## src/rtl/exp_acc_scheduler.sv

```systemverilog
// exp_acc_scheduler
// Round-robin scheduler that shares one exponential-accumulator engine and its
// 21-bit result FIFO among four requesters. The winner's operands are latched,
// the engine is started, completion is awaited under a watchdog, the FIFO is
// drained with each word tagged by the owner's index, and a one-cycle done
// (with err on timeout) is returned to the owner.
module exp_acc_scheduler #(
    parameter int unsigned TIMEOUT = 1023
) (
    input  logic        clk,
    input  logic        rst,
    input  logic [3:0]  req,
    input  logic [63:0] vi_bus,
    input  logic [7:0]  ui_bus,
    output logic [3:0]  gnt,
    output logic [3:0]  done_o,
    output logic        err_o,
    output logic [15:0] eng_vi,
    output logic [1:0]  eng_ui,
    output logic        eng_start,
    input  logic        eng_done,
    input  logic        fifo_empty,
    input  logic [20:0] fifo_q,
    output logic        rd_req,
    output logic        res_valid,
    output logic [20:0] res_data,
    output logic [1:0]  res_id
);

    typedef enum logic [2:0] {
        S_IDLE,
        S_START,
        S_WAIT,
        S_DRAIN,
        S_DONE
    } state_t;

    // Watchdog terminal count: WAIT lasts exactly TIMEOUT cycles.
    localparam logic [9:0] WD_LAST = 10'(TIMEOUT - 1);

    state_t      state;
    logic [1:0]  last;      // requester served most recently
    logic [1:0]  id;        // requester owning the current run
    logic [9:0]  wd_cnt;    // watchdog counter, cleared in START
    logic        rd_q;      // rd_req delayed to match FIFO read latency

    logic [1:0]  win_id;
    logic        win_any;
    logic [1:0]  cand;

    // Round-robin search: last+1, last+2, last+3, then last itself
    always_comb begin
        win_id  = last;
        win_any = 1'b0;
        cand    = last;
        for (int unsigned i = 1; i <= 4; i++) begin
            cand = last + 2'(i);
            if (!win_any && req[cand]) begin
                win_id  = cand;
                win_any = 1'b1;
            end
        end
    end

    // FIFO read is issued only while draining and the FIFO still holds data
    always_comb begin
        rd_req    = (state == S_DRAIN) && !fifo_empty;
        res_valid = rd_q;
        res_data  = fifo_q;
        res_id    = id;
    end

    // Scheduler FSM with registered grant, start, done and error outputs.
    // err_o doubles as the error flag: it is only ever set on the transition
    // into DONE and cleared on the way out, so a separate flag would mirror it.
    always_ff @(posedge clk or posedge rst) begin
        if (rst) begin
            state     <= S_IDLE;
            last      <= 2'd3;
            id        <= '0;
            wd_cnt    <= '0;
            rd_q      <= 1'b0;
            gnt       <= '0;
            done_o    <= '0;
            err_o     <= 1'b0;
            eng_vi    <= '0;
            eng_ui    <= '0;
            eng_start <= 1'b0;
        end else begin
            eng_start <= 1'b0;
            done_o    <= '0;
            rd_q      <= rd_req;
            unique case (state)
                S_IDLE: begin
                    err_o <= 1'b0;
                    if (win_any) begin
                        id        <= win_id;
                        gnt       <= 4'b0001 << win_id;
                        eng_vi    <= vi_bus[{win_id, 4'b0000} +: 16];
                        eng_ui    <= ui_bus[{win_id, 1'b0} +: 2];
                        eng_start <= 1'b1;
                        state     <= S_START;
                    end
                end
                S_START: begin
                    wd_cnt <= '0;
                    state  <= S_WAIT;
                end
                S_WAIT: begin
                    if (eng_done) begin
                        state <= S_DRAIN;
                    end else if (wd_cnt == WD_LAST) begin
                        err_o  <= 1'b1;
                        done_o <= 4'b0001 << id;
                        state  <= S_DONE;
                    end else begin
                        wd_cnt <= wd_cnt + 10'd1;
                    end
                end
                S_DRAIN: begin
                    if (fifo_empty) begin
                        done_o <= 4'b0001 << id;
                        state  <= S_DONE;
                    end
                end
                S_DONE: begin
                    last  <= id;
                    gnt   <= '0;
                    err_o <= 1'b0;
                    state <= S_IDLE;
                end
                default: begin
                    gnt   <= '0;
                    err_o <= 1'b0;
                    state <= S_IDLE;
                end
            endcase
        end
    end

endmodule

```

## config.mk

```make
export PLATFORM = sky130hd
export DESIGN_NAME = exp_acc_scheduler
export DESIGN_NICKNAME = d
export VERILOG_FILES = /design/src/rtl/exp_acc_scheduler.sv
export SDC_FILE = /design/constraint.sdc
export NUM_CORES = 1
export LEC_CHECK = 0
export CORE_ASPECT_RATIO = 1.1
export CORE_UTILIZATION = 40
export CTS_CLUSTER_DIAMETER = 40
export DETAILED_ROUTE_END_ITERATION = 8
export HOLD_SLACK_MARGIN = 0.1
export PLACE_DENSITY_LB_ADDON = 0.15
export SETUP_SLACK_MARGIN = 0.5
export SLEW_MARGIN = 5
export SYNTH_ARGS = -nofsm -noshare
export SYNTH_HDL_FRONTEND = slang
export SYNTH_SLANG_ARGS = --single-unit
```

## constraint.sdc

```tcl
create_clock -name clk -period 2.08 [get_ports clk]
set_input_delay 0.208 -clock clk [delete_from_list [all_inputs] [get_ports clk]]
set_output_delay 0.208 -clock clk [all_outputs]
set_load 0.005 [all_outputs]
```

; ---- After elaboration in Yosys (flattened, before gate mapping)
; Cells that the tools add are included.
[classes]
bitwise = 2
shifts = 4
n_reduce_logical = 17
muxes = 35
n_addsub = 4
eq_ne = 11
magnitude_cmp = 4
[ops]
columns = cell, n
row1 = $shiftx 64x7->16, 1
row2 = $mux 10, 2
row3 = $pmux 10 s2, 1
row4 = $mux 4, 4
row5 = $pmux 4 s2, 2
row6 = $lt 2x3->1 const B, 4
row7 = $mux 1, 12
row8 = $mux 3, 4
row9 = $pmux 3 s4, 1
row10 = $add 10x1->10 const B, 1
row11 = $eq 10x10->1 const B, 1
row12 = $ne 2x2->1 const B, 5
row13 = $reduce_and 3->1, 3
row14 = $bmux 1 s2, 4
row15 = $mux 2, 4
row16 = $shiftx 8x4->2, 1
row17 = $shl 1x2->4 const A, 2
row18 = $eq 3x2->1 const B, 2
row19 = $add 2x2->2 const B, 2
row20 = $logic_and 1x1->1, 4
row21 = $logic_not 1->1, 4
row22 = $reduce_and 2->1, 2
row23 = $eq 3x1->1 const B, 1
row24 = $eq 3x3->1 const B, 1
row25 = 8 further kinds, 9
[totals]
register_bits = 46
output_inout_bits = 53

; ---- Logic depth before layout (Yosys ltp)
[depth]
word_depth = 16
ltp_mapped = 8

; ---- Worst setup path after synthesis
; No wires, ideal clock.
[synth_timing]
kind = register to register
start = register wd_cnt[0]
end = register wd_cnt[3]
setup_slack_ns = 0.197
required_ns = 2.003
arrival_ns = 1.806
period_less_slack_ns = 1.883
path_stages_with_launch = 8
cell_sequence = dfrtp_1 inv_1 ha_1 nand3_1 nor3_2 or4_4 or3_1 a21oi_1
[synth_between]
elab_chain_cells = 4
[synth_lines]
columns = element, line_no
row1 = start: declaration, 44  ; logic [9:0] wd_cnt;
row2 = start signal: assignment, 117  ; wd_cnt <= wd_cnt + 10'd1;
row3 = $add 10x1->10, 117
row4 = $mux 10, 112  ; end else if (wd_cnt == WD_LAST) begin
row5 = $mux 10, 110  ; if (eng_done) begin
row6 = $pmux 10 s2, 93  ; unique case (state)
; Several ways; a longest one is shown, not always the timed one. The select of a mux whose other input is x is not followed.
; A chain may end at the register's enable or synchronous reset.

; ---- Final worst setup path
[layout_timing]
start = register last[1]
end = register eng_vi[11]
[layout_between]
elab_chain_cells = 14
[layout_lines]
columns = element, line_no
row1 = start: declaration, 42  ; logic [1:0] last;
row2 = start signal: assignment, 127  ; last <= id;
row3 = $add 2x1->2, 57  ; cand = last + 2'(i);
row4 = $bmux 1 s2, 58  ; if (!win_any && req[cand]) begin
row5 = $mux 1 (not written as such), 58
row6 = $mux 1, 58
row7 = $logic_not 1->1, 58
row8 = $logic_and 1x1->1, 58
row9 = $mux 1, 58
row10 = $logic_not 1->1, 58
row11 = $logic_and 1x1->1, 58
row12 = $mux 1, 58
row13 = $logic_not 1->1, 58
row14 = $logic_and 1x1->1, 58
row15 = $mux 2 / $mux 1 (equally long branches), 58
row16 = $shiftx 64x7->16 / $reduce_and 2->1 (equally long branches), -
row17 = end signal: assignment, 99  ; eng_vi <= vi_bus[{win_id, 4'b0000} +: 16];
row18 = end: declaration, 18  ; output logic [15:0] eng_vi,
; Several ways; a longest one is shown, not always the timed one. The select of a mux whose other input is x is not followed.

==> impl_metrics.yaml <==
cts:
  clock_latency_ns: 0.30
  ctsRootBufferMaster: "clkbuf_8"
  clkTransAtPathRegs_ns: 0.09
  numCtsBuffers: 5
  cts_sinks: 46
  cts_tree: "yes"
  clk_path_buf_depth: 2
  cts_htree_levels: 2
floorplanning:
  die_x_microns: 82.9
  rows: 32
  start_util_pct: 41.1
  core_area_sq_mm: 0.00701
  ioPinCount: 154
  fp.dieArea_sq_mm: 0.00754
  die_h_microns: 91.0
grt:
  grt_overflow: 0
  grt_max_degree: 47
  grt_util_all_layers_pct: 21.5
  grt_pass1_wl_microns: 13000
  grt_pass1_vias: 2741
  antenna_found_initial: 0
power_and_ir_drop:
  peakVddDrop_uv: 627
  pwr_density_cell_mw_per_mm2: 1160
  leakagePower_nw: 1.98
  seq_power_share_pct: 26.7
  comb_power_share_pct: 61.4
  power.switching_mw: 2.10
  swShare_pct: 37.4
  intPower_mw: 3.52
  p_clk_share_pct: 11.9
critical_path:
  ff2ff_setup_slack_ns: 0.19
  crit_start: "last[1]$_DFFE_PP1N_"
  critPathKind: "reg -> reg"
  timing.rr.start: "last[1]$_DFFE_PP1N_"
  endpoint_kind: "flop"
  required_ns: 2.30
  path_max_fanout: 5
  r2r_end: "eng_vi[11]$_DFFE_PP0P_"
  arrival_ns: 2.10
  critPathCapture: "eng_vi[11]$_DFFE_PP0P_"
  start_kind: "flop"
  rr_worst_depth: 8
timing:
  grt_setup_unrepaired: "yes"
  final-setup-viol-count: 0
  hold_ws_ns: 0.258
  relSlewSlack_pct: 74.9
  finalCritPeriodShare_pct: 90.7
  drv_slew: 0
  min_period_ns: 1.89
  clock.fmax_mhz: 530
  clock_skew_ns: 0.00735
  hold_viol: 0
  worst_pin_slew_ns: 0.375
  tns_ns: 0
route:
  viasPerCell: 5.41
  wl_per_cell_microns: 17.5
  routed_wl_microns: 8960
  dr.first_iter.drc_count: 143
  vias: 2777
  drc: 0
  dr.pass1.iters: 4
  ant_nets: 0
place:
  gp_congestion: 0.763
  dp.cells: 471
  dp_hpwl_microns: 5310
  io_buffers: 111
layout:
  syn_to_final_growth_pct: 69.0
  antennaDiodeCount: 0
  drive_gt1_share_pct: 31.1
  final_core_util_pct: 69.4
  nets: 530
  fin_cells: 513
synth:
  synth.net_count: 405
  synth.cell_area_sq_mm: 0.00288
  seq_area_frac_synth_pct: 40.1
  post_synth_num_cell_types: 45
  async_flop_share_pct: 100
  synth_ff_type: "dfrtp_1"
  synth_edf_count: 0
  avgSynthCellArea_sq_um: 9.53
  ys_ff_latch: 46
  yosysWarnings: 0
  syn_inst: 302
run:
  max_cap_violations: 0
run_status:
  status: "finished, final reports clean"
min_path:
  min_path_type: "in -> async"
-- synthesized netlist by cell type (2+ instances only) --
cell	count	area share (%)
inv_1	4	0.52
mux2_2	18	7.0
inv_2	3	0.39
or3_1	3	0.65
nand2_1	32	4.2
nand3_1	39	6.8
o21ai_1	3	0.52
nor2b_1	3	0.65
nor3_2	2	0.70
nor3_1	6	1.0
dfstp_2	2	1.8
o21ai_0	2	0.35
nand2b_1	4	0.87
o31ai_1	2	0.52
buf_6	3	1.2
mux2i_1	20	7.0
nor2_1	13	1.7
dfrtp_1	44	38
clkbuf_1	3	0.39
buf_2	12	2.1
a21oi_1	8	1.4
o211ai_1	19	5.0
xnor2_1	6	1.8
mux2_1	2	0.78
nor3b_1	5	1.3
buf_4	22	5.7
a22oi_1	2	0.52
nor4_1	2	0.43
ha_1	2	0.87
-- metrics by stage --
stage               setup WS [ns]  instance area, sq um  power [mW]
detailed placement        -0.0164                  4110        4.05
CTS                         0.216                  4470        5.12
floorplan                   0.302                  2990        2.98
global placement           0.0377                  4110        4.01
global route               0.0906                  4870        5.96
finish                      0.193                  4870        5.63
-- state kept, by name, summed over array words and instances, names as in the netlist --
| signal | cells |
|---|---|
| err_o | 1 |
| state | 3 |
| eng_start | 1 |
| eng_ui | 2 |
| done_o | 4 |
| last | 2 |
| res_id | 2 |
| eng_vi | 16 |
| wd_cnt | 10 |
| gnt | 4 |
| res_valid | 1 |
-- timing repair --
item                                    in CTS  in global routing
gates cloned                                 3                  5
pin swaps                                    8                 22
endpoints found under the setup margin      38                 41
setup buffers                               15                 11
gates resized for setup                     18                 50
hold buffers                                 0                  0
-- cell usage in the layout, fill, tap and decap left out, drive strengths merged, types with 2 or more instances in the layout --
cell type / netlist / final
a21oi: 8 / 8
a22oi: 2 / 2
buf: 37 / 42
clkbuf: 3 / 11
clkdlybuf4s50: 0 / 110
dfrtp: 44 / 44
dfstp: 2 / 2
ha: 2 / 2
inv: 7 / 7
mux2: 20 / 20
mux2i: 20 / 20
nand2: 32 / 32
nand2b: 4 / 4
nand3: 40 / 40
nor2: 14 / 14
nor2b: 3 / 3
nor3: 8 / 8
nor3b: 6 / 6
nor4: 3 / 3
o211ai: 19 / 19
o21ai: 5 / 5
o31ai: 3 / 3
or2: 2 / 2
or3: 3 / 3
or4: 2 / 2
xnor2: 6 / 6
-- critical path, cell delays in order, from the launching register on --
cell and delay, ns:
dfstp_2 0.58, buf_6 0.12, nor2b_4 0.04, o31ai_4 0.30, buf_6 0.20, clkbuf_16 0.16
nand3_2 0.05, mux2_4 0.27, o211ai_1 0.08
-- how the worst min path moves through the flow --
stage,start,endpoint,slack (ns),depth (start not counted)
after floorplan,fifo_empty,res_valid$_DFF_PP0_,0.30,1
after global placement,fifo_q[15],res_data[15],0.42,0
after detailed placement,fifo_q[15],res_data[15],0.42,0
after CTS,rst,eng_vi[15]$_DFFE_PP0P_,0.26,3
after global routing,rst,eng_vi[15]$_DFFE_PP0P_,0.31,3
final,rst,eng_ui[1]$_DFFE_PP0P_,0.26,3
-- cells by family (layout without fill, tap and decap cells) --
group	count (synthesis)	count (layout)	synth area share (%)
buf+inv	47	173	10.3
mux	40	40	14.8
fa+ha+maj	2	2	0.869
flops	46	46	40.1
xor+xnor	6	6	1.83
compound gates	41	41	9.87
simple gates	120	120	22.3
-- cell type report --
cell class / count / area [sq um]
Sequential cell: 46 / 1160
Clock buffer: 6 / 72.6
Tap cell: 85 / 106
Fill cell: 517 / 2140
Inverter: 7 / 26.3
Multi-Input combinational cell: 209 / 1770
Timing Repair Buffer: 158 / 1690
Clock inverter: 2 / 37.5
-- layer usage --
| metal | up-vias | wire length [microns] | GRT usage [%] |
|---|---|---|---|
| li1 | 1305 | - | - |
| met3 | 19 | 590 | 5.73 |
| met1 | 1320 | 3650 | 27.8 |
| met4 | 0 | 176 | 5.46 |
| met5 | - | 0 | 0 |
| met2 | 133 | 4550 | 35.5 |
-- power by group through the flow --
stage                     registers (mW)  clock network, mW  logic, mW
after detailed placement            1.52                  0       2.53
final                               1.50              0.669       3.46
after global placement              1.52                  0       2.49
after global routing                1.54              0.719       3.70
after CTS                           1.49              0.685       2.95
after floorplan                     1.43                  0       1.55
Power figures use the tool's default switching activity.
==> patch, RTL diff (same flow settings) <==
Reset style: synchronous (`rst`), changed in one clocked block.
--- a/src/rtl/exp_acc_scheduler.sv
+++ b/src/rtl/exp_acc_scheduler.sv
@@ -75,3 +75,3 @@
     // into DONE and cleared on the way out, so a separate flag would mirror it.
-    always_ff @(posedge clk or posedge rst) begin
+    always_ff @(posedge clk) begin
         if (rst) begin
Formal check against the unedited RTL: differs if rst is asserted again (counterexample within 4 cycles, from zero or initial values and one cycle with rst high); with rst held inactive, the same outputs for 10 cycles.
==> patch against the unedited design <==
  * Die area fell by 2.5%
  * Count of clock-buffer cells in the layout did not move
  * Power fell by 35%
  * Non-clock buffer count rose by 2
  * Area after synthesis fell by 2.6%
  * Global-route usage rose by 2.8 points
  * Routed wire length fell by 3.1%
  * Design area fell by 6.4%
  * Setup slack improved by 170 ps
  * Sequential cell count did not move
  * Largest cell class unchanged
==> patch: results <==
[grt]
first_global_vias = 2912
grt_max_degree = 25
grt_pass1_wl_um = 13900
track_usage_pct = 24.2

[synthesis]
synth_nets = 415
yosys-top-cells-count = dfxtp_1, nand2_1, buf_4
synth_cell_types = 55
async_flop_share_pct = 0
synth_area_leaders = dfxtp_1, mux2i_1, buf_4, a211o_1, o31ai_1

[placement]
gp_congestion = 0.729
dpl.hpwl_um = 5790
place_area_sq_um = 3950

[finish]
drive_gt1_share_pct = 27.1

[routing]
avgRoutedWirePerCell_um = 16.8
drt_iter0_drc = 67
vias_per_cell = 5.56

[worst_setup_path]
cp.arrival_ps = 1920
r2r_setup_slack_ps = 360

[pwr]
ir_drop_uv = 496
p_leak_nw = 1.89
power.switching_mw = 1.22

[run_status]
status = completed

[worst_hold_path]
hold_path.class = in2out

[sta]
timing.hold.ws_ps = 416
finalClockSkew_ps = 7.85
post-route-min-period_ps = 1720

[run]
maxCapViolations = 0
patch: cell count changes after synthesis, sizes merged, moves of 5 or more:
cell / delta
nand2: -5
clkbuf: +9
dfrtp: -44
mux2: -20
nand4: +19
xor2: +7
o31ai: +15
dfxtp: +46
xnor2: -6
a211o: +20
nor2: +10
nand3: -38
patch: worst paths after layout:
kind | to | from
min | res_data[17] | fifo_q[17]
max reg2reg | wd_cnt[3] | wd_cnt[0]
max | wd_cnt[3] | wd_cnt[0]
min reg2reg | eng_vi[14] | eng_vi[14]
patch: metal layers:
metal | part of all wire [%] | global-route usage [%] | vias to the layer above
li1 | - | - | 1392
met1 | 39 | 27.3 | 1374
met5 | 0 | 0 | -
met4 | 1.5 | 7.46 | 0
met3 | 6.4 | 6.60 | 12
met2 | 53 | 43.0 | 94
patch: logic make-up (layout without fill, tap and decap cells):
kind of cell | after synthesis | in the layout | synth area share [%]
mux | 20 | 20 | 7.14
xor+xnor | 7 | 7 | 2.19
compound gates | 84 | 84 | 24.8
buf+inv | 50 | 173 | 11.2
flops | 46 | 46 | 32.8
fa+ha+maj | 2 | 2 | 0.892
simple gates | 103 | 103 | 21.0
patch: power groups by stage:
stage                     Clock [mW]  Sequential, mW  Combinational, mW
final                          0.694            1.17               1.82
after detailed placement           0            1.17               1.31
after global routing           0.731            1.19               1.93
after global placement             0            1.17               1.29
after floorplan                    0            1.16              0.716
after CTS                      0.697            1.17               1.74
patch: critical path, stage by stage, from the launching register on:
cell and delay [ps]:
dfxtp_2 350, inv_2 40, ha_2 170, and4_4 160
a311oi_4 340, buf_6 180, o2111ai_4 110, xor2_1 190
nor2_1 60
patch: layout make-up:
| type | count | area [sq um] |
|---|---|---|
| Clock buffer | 6 | 72.6 |
| Clock inverter | 2 | 37.5 |
| Fill cell | 541 | 2120 |
| Inverter | 5 | 21.3 |
| Multi-Input combinational cell | 216 | 1750 |
| Sequential cell | 46 | 936 |
| Tap cell | 82 | 103 |
| Timing Repair Buffer | 160 | 1640 |
patch: what timing repair did:
item,in CTS,in global routing
cloned,6,0
pin swaps,31,13
buffers inserted,17,4
resized for setup,59,19
setup endpoints to repair,33,37
patch: metrics by stage:
step / power, mW / std cells
2_1_floorplan: 1.87 / 312
3_3_place_gp: 2.46 / 482
3_5_place_dp: 2.48 / 482
4_1_cts: 3.61 / 513
5_1_grt: 3.86 / 517
6_report: 3.68 / 517
